### src/rtl/fp_sched_pkg.sv
// rtl/fp_sched_pkg.sv - shared types, op codes and constants for the FP op scheduler
package fp_sched_pkg;

    typedef enum logic [2:0] {IDLE, CLASSIFY, ISSUE, WAIT, RESP} state_t;
    typedef enum logic [2:0] {ZERO, DENORM, NORMAL, INF, NAN} fp_class_t;

    localparam logic [1:0] OP_ADD = 2'b00;
    localparam logic [1:0] OP_SUB = 2'b01;
    localparam logic [1:0] OP_MUL = 2'b10;

    localparam int FLAG_DENORM  = 0;
    localparam int FLAG_SPECIAL = 1;
    localparam int FLAG_INVALID = 2;
    localparam int FLAG_TIMEOUT = 3;

    // Canonical quiet NaN: sign 0, exponent all ones, only the mantissa MSB set.
    function automatic logic [63:0] qnan_word(input int exp_w, input int mant_w);
        return (((64'd1 << exp_w) - 64'd1) << mant_w) | (64'd1 << (mant_w - 1));
    endfunction

endpackage

### src/rtl/fp_special_resolver.sv
// rtl/fp_special_resolver.sv - resolves IEEE special-case operand pairs without the core
module fp_special_resolver
    import fp_sched_pkg::*;
#(
    parameter int EXP_WIDTH  = 8,
    parameter int MANT_WIDTH = 23,
    localparam int W         = EXP_WIDTH + MANT_WIDTH + 1
) (
    input  fp_class_t      cls_a,
    input  fp_class_t      cls_b,
    input  logic           sign_a,
    input  logic           sign_b,
    input  logic           quiet_a,
    input  logic           quiet_b,
    input  logic [1:0]     op,
    output logic           hit,
    output logic [W-1:0]   result,
    output logic           invalid,
    output logic           denorm_in
);

    localparam logic [W-1:0] QNAN     = W'(qnan_word(EXP_WIDTH, MANT_WIDTH));
    localparam logic [W-2:0] INF_MAG  = {{EXP_WIDTH{1'b1}}, {MANT_WIDTH{1'b0}}};

    logic eff_sign_b;
    logic prod_sign;

    assign denorm_in = (cls_a == DENORM) || (cls_b == DENORM);

    always_comb begin
        hit        = 1'b0;
        result     = '0;
        invalid    = 1'b0;
        eff_sign_b = sign_b ^ (op == OP_SUB);
        prod_sign  = sign_a ^ sign_b;
        if (cls_a == NAN || cls_b == NAN) begin
            hit     = 1'b1;
            result  = QNAN;
            invalid = (cls_a == NAN && !quiet_a) || (cls_b == NAN && !quiet_b);
        end else if (op == OP_MUL) begin
            if ((cls_a == INF && cls_b == ZERO) || (cls_a == ZERO && cls_b == INF)) begin
                hit     = 1'b1;
                result  = QNAN;
                invalid = 1'b1;
            end else if (cls_a == INF || cls_b == INF) begin
                hit    = 1'b1;
                result = {prod_sign, INF_MAG};
            end else if (cls_a == ZERO || cls_b == ZERO) begin
                hit    = 1'b1;
                result = {prod_sign, {(W-1){1'b0}}};
            end
        end else begin
            // Reserved op code lands here and behaves as ADD.
            if (cls_a == INF && cls_b == INF) begin
                hit = 1'b1;
                if (sign_a != eff_sign_b) begin
                    result  = QNAN;
                    invalid = 1'b1;
                end else begin
                    result = {sign_a, INF_MAG};
                end
            end else if (cls_a == INF) begin
                hit    = 1'b1;
                result = {sign_a, INF_MAG};
            end else if (cls_b == INF) begin
                hit    = 1'b1;
                result = {eff_sign_b, INF_MAG};
            end
        end
    end

endmodule

### src/rtl/fp_op_scheduler.sv
// rtl/fp_op_scheduler.sv - single-request FP front-end: classify, resolve specials, issue to core
module fp_op_scheduler
    import fp_sched_pkg::*;
#(
    parameter int EXP_WIDTH      = 8,
    parameter int MANT_WIDTH     = 23,
    parameter int TIMEOUT_CYCLES = 64,
    localparam int W             = EXP_WIDTH + MANT_WIDTH + 1
) (
    input  logic           clk,
    input  logic           rst_n,
    input  logic           in_valid,
    output logic           in_ready,
    input  logic [1:0]     in_op,
    input  logic [W-1:0]   in_a,
    input  logic [W-1:0]   in_b,
    output logic           out_valid,
    input  logic           out_ready,
    output logic [W-1:0]   out_result,
    output logic [3:0]     out_flags,
    output logic           core_req,
    input  logic           core_ack,
    output logic [1:0]     core_op,
    output logic [W-1:0]   core_a,
    output logic [W-1:0]   core_b,
    input  logic           core_done,
    input  logic [W-1:0]   core_result,
    output logic           core_abort,
    output logic           busy
);

    localparam int CW = $clog2(TIMEOUT_CYCLES + 1);
    localparam logic [W-1:0] QNAN = W'(qnan_word(EXP_WIDTH, MANT_WIDTH));

    function automatic fp_class_t classify(input logic [W-1:0] x);
        logic [EXP_WIDTH-1:0]  e;
        logic [MANT_WIDTH-1:0] m;
        e = x[W-2 -: EXP_WIDTH];
        m = x[MANT_WIDTH-1:0];
        if (e == '0) return (m == '0) ? ZERO : DENORM;
        if (&e)      return (m == '0) ? INF : NAN;
        return NORMAL;
    endfunction

    state_t        state, state_nxt;
    logic [CW-1:0] cnt;
    logic          den_q;
    logic          expired;
    logic          hit, invalid, denorm_in;
    logic [W-1:0]  spec_result;
    logic [3:0]    spec_flags, done_flags, tmo_flags;

    fp_special_resolver #(.EXP_WIDTH(EXP_WIDTH), .MANT_WIDTH(MANT_WIDTH)) u_resolver (
        .cls_a     (classify(core_a)),
        .cls_b     (classify(core_b)),
        .sign_a    (core_a[W-1]),
        .sign_b    (core_b[W-1]),
        .quiet_a   (core_a[MANT_WIDTH-1]),
        .quiet_b   (core_b[MANT_WIDTH-1]),
        .op        (core_op),
        .hit       (hit),
        .result    (spec_result),
        .invalid   (invalid),
        .denorm_in (denorm_in)
    );

    assign out_valid = (state == RESP);
    assign busy      = (state != IDLE);
    assign expired   = (cnt == CW'(TIMEOUT_CYCLES - 1));

    always_comb begin
        spec_flags               = '0;
        spec_flags[FLAG_SPECIAL] = 1'b1;
        spec_flags[FLAG_INVALID] = invalid;
        spec_flags[FLAG_DENORM]  = denorm_in;
        done_flags               = '0;
        done_flags[FLAG_DENORM]  = den_q;
        tmo_flags                = done_flags;
        tmo_flags[FLAG_TIMEOUT]  = 1'b1;
    end

    always_comb begin
        state_nxt  = state;
        in_ready   = 1'b0;
        core_req   = 1'b0;
        core_abort = 1'b0;
        case (state)
            IDLE: begin
                in_ready = 1'b1;
                if (in_valid) state_nxt = CLASSIFY;
            end
            CLASSIFY: state_nxt = hit ? RESP : ISSUE;
            ISSUE: begin
                core_req = 1'b1;
                if (core_ack) state_nxt = WAIT;
            end
            WAIT: begin
                // A done arriving on the expiry cycle takes precedence over the abort.
                if (core_done) begin
                    state_nxt = RESP;
                end else if (expired) begin
                    core_abort = 1'b1;
                    state_nxt  = RESP;
                end
            end
            RESP: if (out_ready) state_nxt = IDLE;
            default: state_nxt = IDLE;
        endcase
    end

    always_ff @(posedge clk) begin
        if (!rst_n) begin
            state      <= IDLE;
            core_a     <= '0;
            core_b     <= '0;
            core_op    <= '0;
            out_result <= '0;
            out_flags  <= '0;
            cnt        <= '0;
            den_q      <= 1'b0;
        end else begin
            state <= state_nxt;
            case (state)
                IDLE: if (in_valid) begin
                    core_a  <= in_a;
                    core_b  <= in_b;
                    core_op <= in_op;
                end
                CLASSIFY: begin
                    den_q <= denorm_in;
                    if (hit) begin
                        out_result <= spec_result;
                        out_flags  <= spec_flags;
                    end
                end
                ISSUE: cnt <= '0;
                WAIT: begin
                    cnt <= cnt + CW'(1);
                    if (core_done) begin
                        out_result <= core_result;
                        out_flags  <= done_flags;
                    end else if (expired) begin
                        out_result <= QNAN;
                        out_flags  <= tmo_flags;
                    end
                end
                default: ;
            endcase
        end
    end

endmodule

### config.mk
export PLATFORM = sky130hd
export DESIGN_NAME = fp_op_scheduler
export DESIGN_NICKNAME = d
export VERILOG_FILES = /design/src/rtl/fp_sched_pkg.sv /design/src/rtl/fp_special_resolver.sv /design/src/rtl/fp_op_scheduler.sv
export SDC_FILE = /design/constraint.sdc
export NUM_CORES = 1
export LEC_CHECK = 0
export CAP_MARGIN = 20
export CORE_UTILIZATION = 42
export CTS_CLUSTER_SIZE = 28
export DETAILED_ROUTE_END_ITERATION = 12
export GPL_TIMING_DRIVEN = 0
export MAX_ROUTING_LAYER = met4
export PLACE_DENSITY = 0.8
export SLEW_MARGIN = 10
export SYNTH_ARGS = -nofsm -noshare
export SYNTH_HDL_FRONTEND = slang
export SYNTH_SLANG_ARGS = --single-unit
### constraint.sdc
create_clock -name clk -period 3 [get_ports clk]
set_clock_uncertainty 0.15 [all_clocks]
set_input_delay 0.6 -clock clk [delete_from_list [all_inputs] [get_ports clk]]
set_output_delay 0.6 -clock clk [all_outputs]
set_load 0.01 [all_outputs]
# Word-level counts from Yosys, hierarchy flattened
# Index checks and enable logic that the tools add are counted.
[totals] regBits=113 input_bits=104 wordCells=119 output_inout_bits=107
[op_classes] n_bitwise=2 n_eq_ne=19 reduce_logical=28 n_addsub=1 mux=61
[op_table] cell="32-bit 2-to-1 mux" n=12
[op_table] cell="32-bit case mux with 2 select lines" n=1
[op_table] cell="3-bit 2-to-1 mux" n=16
[op_table] cell="23-bit logical NOT" n=2
[op_table] cell="1-bit 2-to-1 mux" n=26
[op_table] cell="8-bit logical NOT" n=2
[op_table] cell="8-bit AND reduction" n=2
[op_table] cell="3-bit case mux with 5 select lines" n=1
[op_table] cell="7-bit case mux with 2 select lines" n=1
[op_table] cell="3-bit by 2-bit equality test with 1-bit output, second input constant" n=4
[op_table] cell="4-bit 2-to-1 mux" n=3
[op_table] cell="3-bit by 1-bit equality test with 1-bit output, second input constant" n=3
[op_table] cell="3-bit equality test, second input constant" n=3
[op_table] cell="3-bit logical NOT" n=3
[op_table] cell="4-bit case mux with 2 select lines" n=1
[op_table] cell="7-bit by 1-bit adder with 7-bit output, second input constant" n=1
[op_table] cell="7-bit by 6-bit equality test with 1-bit output, second input constant" n=1
[op_table] cell="1-bit logical OR" n=6
[op_table] cell="2-bit != test, second input constant" n=3
[op_table] cell="1-bit logical AND" n=5
[op_table] cell="4-bit AND reduction" n=1
[op_table] cell="2-bit nonzero test" n=2
[op_table] cell="3-bit != test, second input constant" n=1
[op_table] cell="3-bit AND reduction" n=1
[op_table] cell="8 further kinds" n=10

# Longest topological paths before layout
[logic_depth] word_depth=15 ltp_mapped=8 mapped_depth_nobuf=7

# Cells and area by module
# Synthesis repeated with hierarchy kept, for this count alone.
[unflattened] hier_cells=676 area_unflattened_um2=5270.1
[modules_own_cells] module="fp_op_scheduler" cells_per_inst=608 seq_area_each_um2=2262.2 area_each_um2=4777.1 n_inst=1
[modules_own_cells] module="fp_special_resolver" cells_per_inst=68 seq_area_each_um2=0.0 area_each_um2=493.0 n_inst=1

# Worst setup path after synthesis
# OpenSTA, ideal clock, no wires.
[synth_path] path_kind="register to output" startpoint="reg state[0]" endpoint="out core_abort" t_required_ns=2.250 n_path_buf=1 slack_ns=0.847 stages_incl_launch_ff=5 t_arrival_ns=1.403 path_cell_list="dfxtp_1 clkbuf_1 nor2b_1 nand2_1 nor4_1"
[synth_via] elab_chain_cells=2
[synth_lines] element="from (decl)" line="fp_op_scheduler.sv:45" text="state_t state, state_nxt;"
[synth_lines] element="from (signal assigned)" line="fp_op_scheduler.sv:122" text="state <= state_nxt;"
[synth_lines] element="3-bit by 2-bit equality test with 1-bit output" line="fp_op_scheduler.sv:87" text="case (state)"
[synth_lines] element="1-bit 2-to-1 mux" line="fp_op_scheduler.sv:87"
[synth_lines] element="to (decl)" line="fp_op_scheduler.sv:28" text="output logic core_abort,"
# Every way passes these cells.

# Worst setup path in the final report
[layout_path] startpoint="reg state[1]" endpoint="out core_req"
[layout_via] elab_chain_cells=2
[layout_lines] element="3-bit by 2-bit equality test with 1-bit output" line="fp_op_scheduler.sv:87"
[layout_lines] element="1-bit 2-to-1 mux" line="fp_op_scheduler.sv:87"
[layout_lines] element="to (decl)" line="fp_op_scheduler.sv:21" text="output logic core_req,"
# Every way passes these cells.

==> impl_results.md <==
- Root Buffer: clkbuf_16
- Asr flop ratio synth: 0
- Via-per-instance ratio: 5.364
- Peak supply drop: 0.3758 mV
- Cells along the critical path: clkbuf_2 -> nand2b_1 -> clkbuf_1 -> nor2_1 -> clkdlybuf4s50_1
- Hold_buf cts: 0
- Drt wl/cell: 15.54 um
- Largest net degree at the start of global routing: 17
- Status: complete, no violations
- Tcrit/Tclk final: 0.9418
- Drt pass-1 iters: 4
- Register area share after synthesis: 0.4717
- Least-Margin Pin Slew: 1.095 ns
- Initial core utilization: 0.4367
- Final setup viols: 0
- Fmax: 0.3539 GHz
- Worst path depth: 5
- Mapped Cells: 602
- Share of the synthesized area in the top cell type: 0.4717
- Post-synth EDFFs: 0
- Drt total wl: 15300 um
- H-Tree Depth: 4
- Post-DP HPWL: 11400 um
- Final non-filler cell total: 984
- R2r startpoint: core_a[17]
- Layout fillers: 875
- Maximum clock path buffer count: 2
- Placed Instances: 952
- Max stage delay on crit path: 0.55 ns
- HP Class: reg2reg
- Most common cell in the synthesized netlist: nand2_1
- CTS tree: yes
- Number of global-route vias before repair: 5227
- All-Layer GR Usage: 0.2685
- Nets: 937
- Worst r2r dst: out_result[22]
- Iter 0 DRT Violations: 367
- R2r worst-path depth: 6
- PortBufs: 210
- Crit path to: core_req
- Multi-input gate area: 2315 sq um
- Max Used Layer: met4
- Total core area: 10980 sq um
- Crit path DAT: 2.08 ns
- WL met1: 6498 um
- Critical path peak fanout: 10
- First-pass GRT wire length: 24230 um
- Worst reg2reg setup slack: 0.41 ns
- Min cycle time layout: 2.825 ns
- Pwr Density: 575.5 nW/um^2
- Syn nets: 708
- Remaining DRCs: 0
- Final Max Slew Viols: 0
- Crit path max-delay family: buffers and inverters
- Yosys warnings: 0
- CP Data Required Time: 2.25 ns
- Max Cap Viol: 0
- WHS Path Cells: 2
- Synth Register Bits: 113
- Antenna violations before repair: 0
- Aggregate global routing overflow: 0
- Die height: 108.9 um
- Commonest cells post-synth: nand2_1 (147), dfxtp_1 (113), a21oi_1 (84)
- Post-Syn Area: 4796 sq um
- Synth cell types: 60
- Critical Path End Type: primary output
- Synthesis-to-finish area growth: 60.32%
- Final number of hold-violating endpoints: 0
- Die Wd: 108.9 um
- Slowest cell on the critical path: clkdlybuf4s50_1
- Startpoint Class: register
- Worst setup startpoint: state[1]
- DP Area: 7073 sq um
- DRT antenna net count: 0
- Area contributors post-synth: dfxtp_1 (47%), nand2_1 (12%), a21oi_1 (8.8%), nor2_1 (4.5%), a32oi_1 (4.0%)
- Die ar.: 11850 sq um
- Final Worst Setup Slack: 0.1745 ns
- ANT cells: 0
- Row cnt: 38
- CTS buffer count: 17
- Layout cells sized above 1: 0.07464
- CP Buf/Inv Count: 3
- Leak: 0.002818 uW
- Crit Path Class: reg2out
- Place WS: 0.1208 ns
- CTS clk-pin slew, worst paths: 0.06 ns
- Via count: 5278
- Mapped Avg Cell Area: 7.967 sq um
- Biggest area consumer among synthesized cells: dfxtp_1
- Ys flop type: dfxtp_1
- Io pins: 211
- Register area: 2262 sq um
- RSZ-0062 raised after global routing: no
- Slew HR: 0.2644
- GP Congestion: 0.9139
- Clk Latency, worst-skew pair: 0.40 ns
- Met2 routed WL: 7445 um
- Setup tns final: 0 ns
- WL met3: 1040 um
- CTS sink cnt: 113
- Cell area after layout: 7689 sq um
[worst register-to-register path: stages, from the launching register on]
cell and delay, ns:
dfxtp_1 0.34, nor4_1 0.50, and4_1 0.40, a21boi_0 0.22, a31o_2 0.28, nor4_1 0.44, o31ai_1 0.13
[layout by cell type, fill, tap and decap left out, drive strengths merged, types with 4 or more instances in the layout]
cell / n
a31oi: 5
nor2: 59
nand2b: 4
buf: 14
nand3: 12
inv: 9
nand2: 147
clkbuf: 50
o211ai: 10
o21ai: 11
a21oi: 84
nor4: 15
a22oi: 4
a32oi: 22
clkdlybuf4s50: 209
nand4: 8
dfxtp: 113
nor3: 10
clkinv: 4
[how the worst min path moves through the flow]
| stage | start | end | slack (ns) |
|---|---|---|---|
| after floorplan | core_a[22] | core_a[22] | 0.31 |
| after global placement | out_result[24] | out_result[24] | 0.30 |
| after detailed placement | out_result[25] | out_result[25] | 0.31 |
| after CTS | out_result[25] | out_result[25] | 0.32 |
| after global routing | core_a[9] | core_a[9] | 0.34 |
| final | out_result[25] | out_result[25] | 0.32 |
[per-layer routing]
| metal | up-vias | track usage |
|---|---|---|
| li1 | 2573 | - |
| met5 | - | - |
| met3 | 27 | 0.06276 |
| met1 | 2455 | 0.3193 |
| met2 | 223 | 0.4416 |
| met4 | 0 | 0.09749 |
[sequential cells by signal, summed over array words and instances (netlist names)]
| name | cells |
|---|---|
| state | 3 |
| out_result | 32 |
| den_q | 1 |
| core_op | 2 |
| core_a | 32 |
| out_flags | 4 |
| core_b | 32 |
| cnt | 7 |
[cell families (layout without fill, tap and decap cells)]
family / count (synthesis) / after routing / synth area share
AND/OR/NAND/NOR: 278 / 278 / 0.2666
AO/OA/AOI/OAI: 154 / 154 / 0.2032
flip-flops: 113 / 113 / 0.4717
buffers and inverters: 52 / 294 / 0.04696
adder cells (fa/ha/maj): 2 / 2 / 0.005217
multiplexers: 2 / 2 / 0.004435
XOR/XNOR: 1 / 1 / 0.001827
[power breakdown]
group / internal (uW) / switching (uW)
Clock: 1320 / 733
Combinational: 367 / 356
Sequential: 1580 / 71.8
[per-stage QoR]
step / utilization / hold slack (ns) / power [uW]
floorplan: - / 0.3124 / 2000
global placement: 0.6440 / 0.3045 / 2377
detailed placement: 0.6440 / 0.3109 / 2396
CTS: 0.6999 / 0.3185 / 4441
global route: 0.7000 / 0.3385 / 4585
finish: 0.7000 / 0.3150 / 4425
[cell type report]
cell class / count / share of cell area
Tap cell: 140 / 0.02278
Sequential cell: 113 / 0.2942
Timing Repair Buffer: 210 / 0.2732
Buffer: 47 / 0.02718
Multi-Input combinational cell: 437 / 0.3011
Inverter: 5 / 0.002441
Clock inverter: 14 / 0.02327
Clock buffer: 18 / 0.05582
[timing repair]
action	CTS	global route
buffers inserted	0	0
gates cloned	0	0
setup endpoints to repair	1	2
resized for setup	3	2
(Power assumes the default switching activity.)
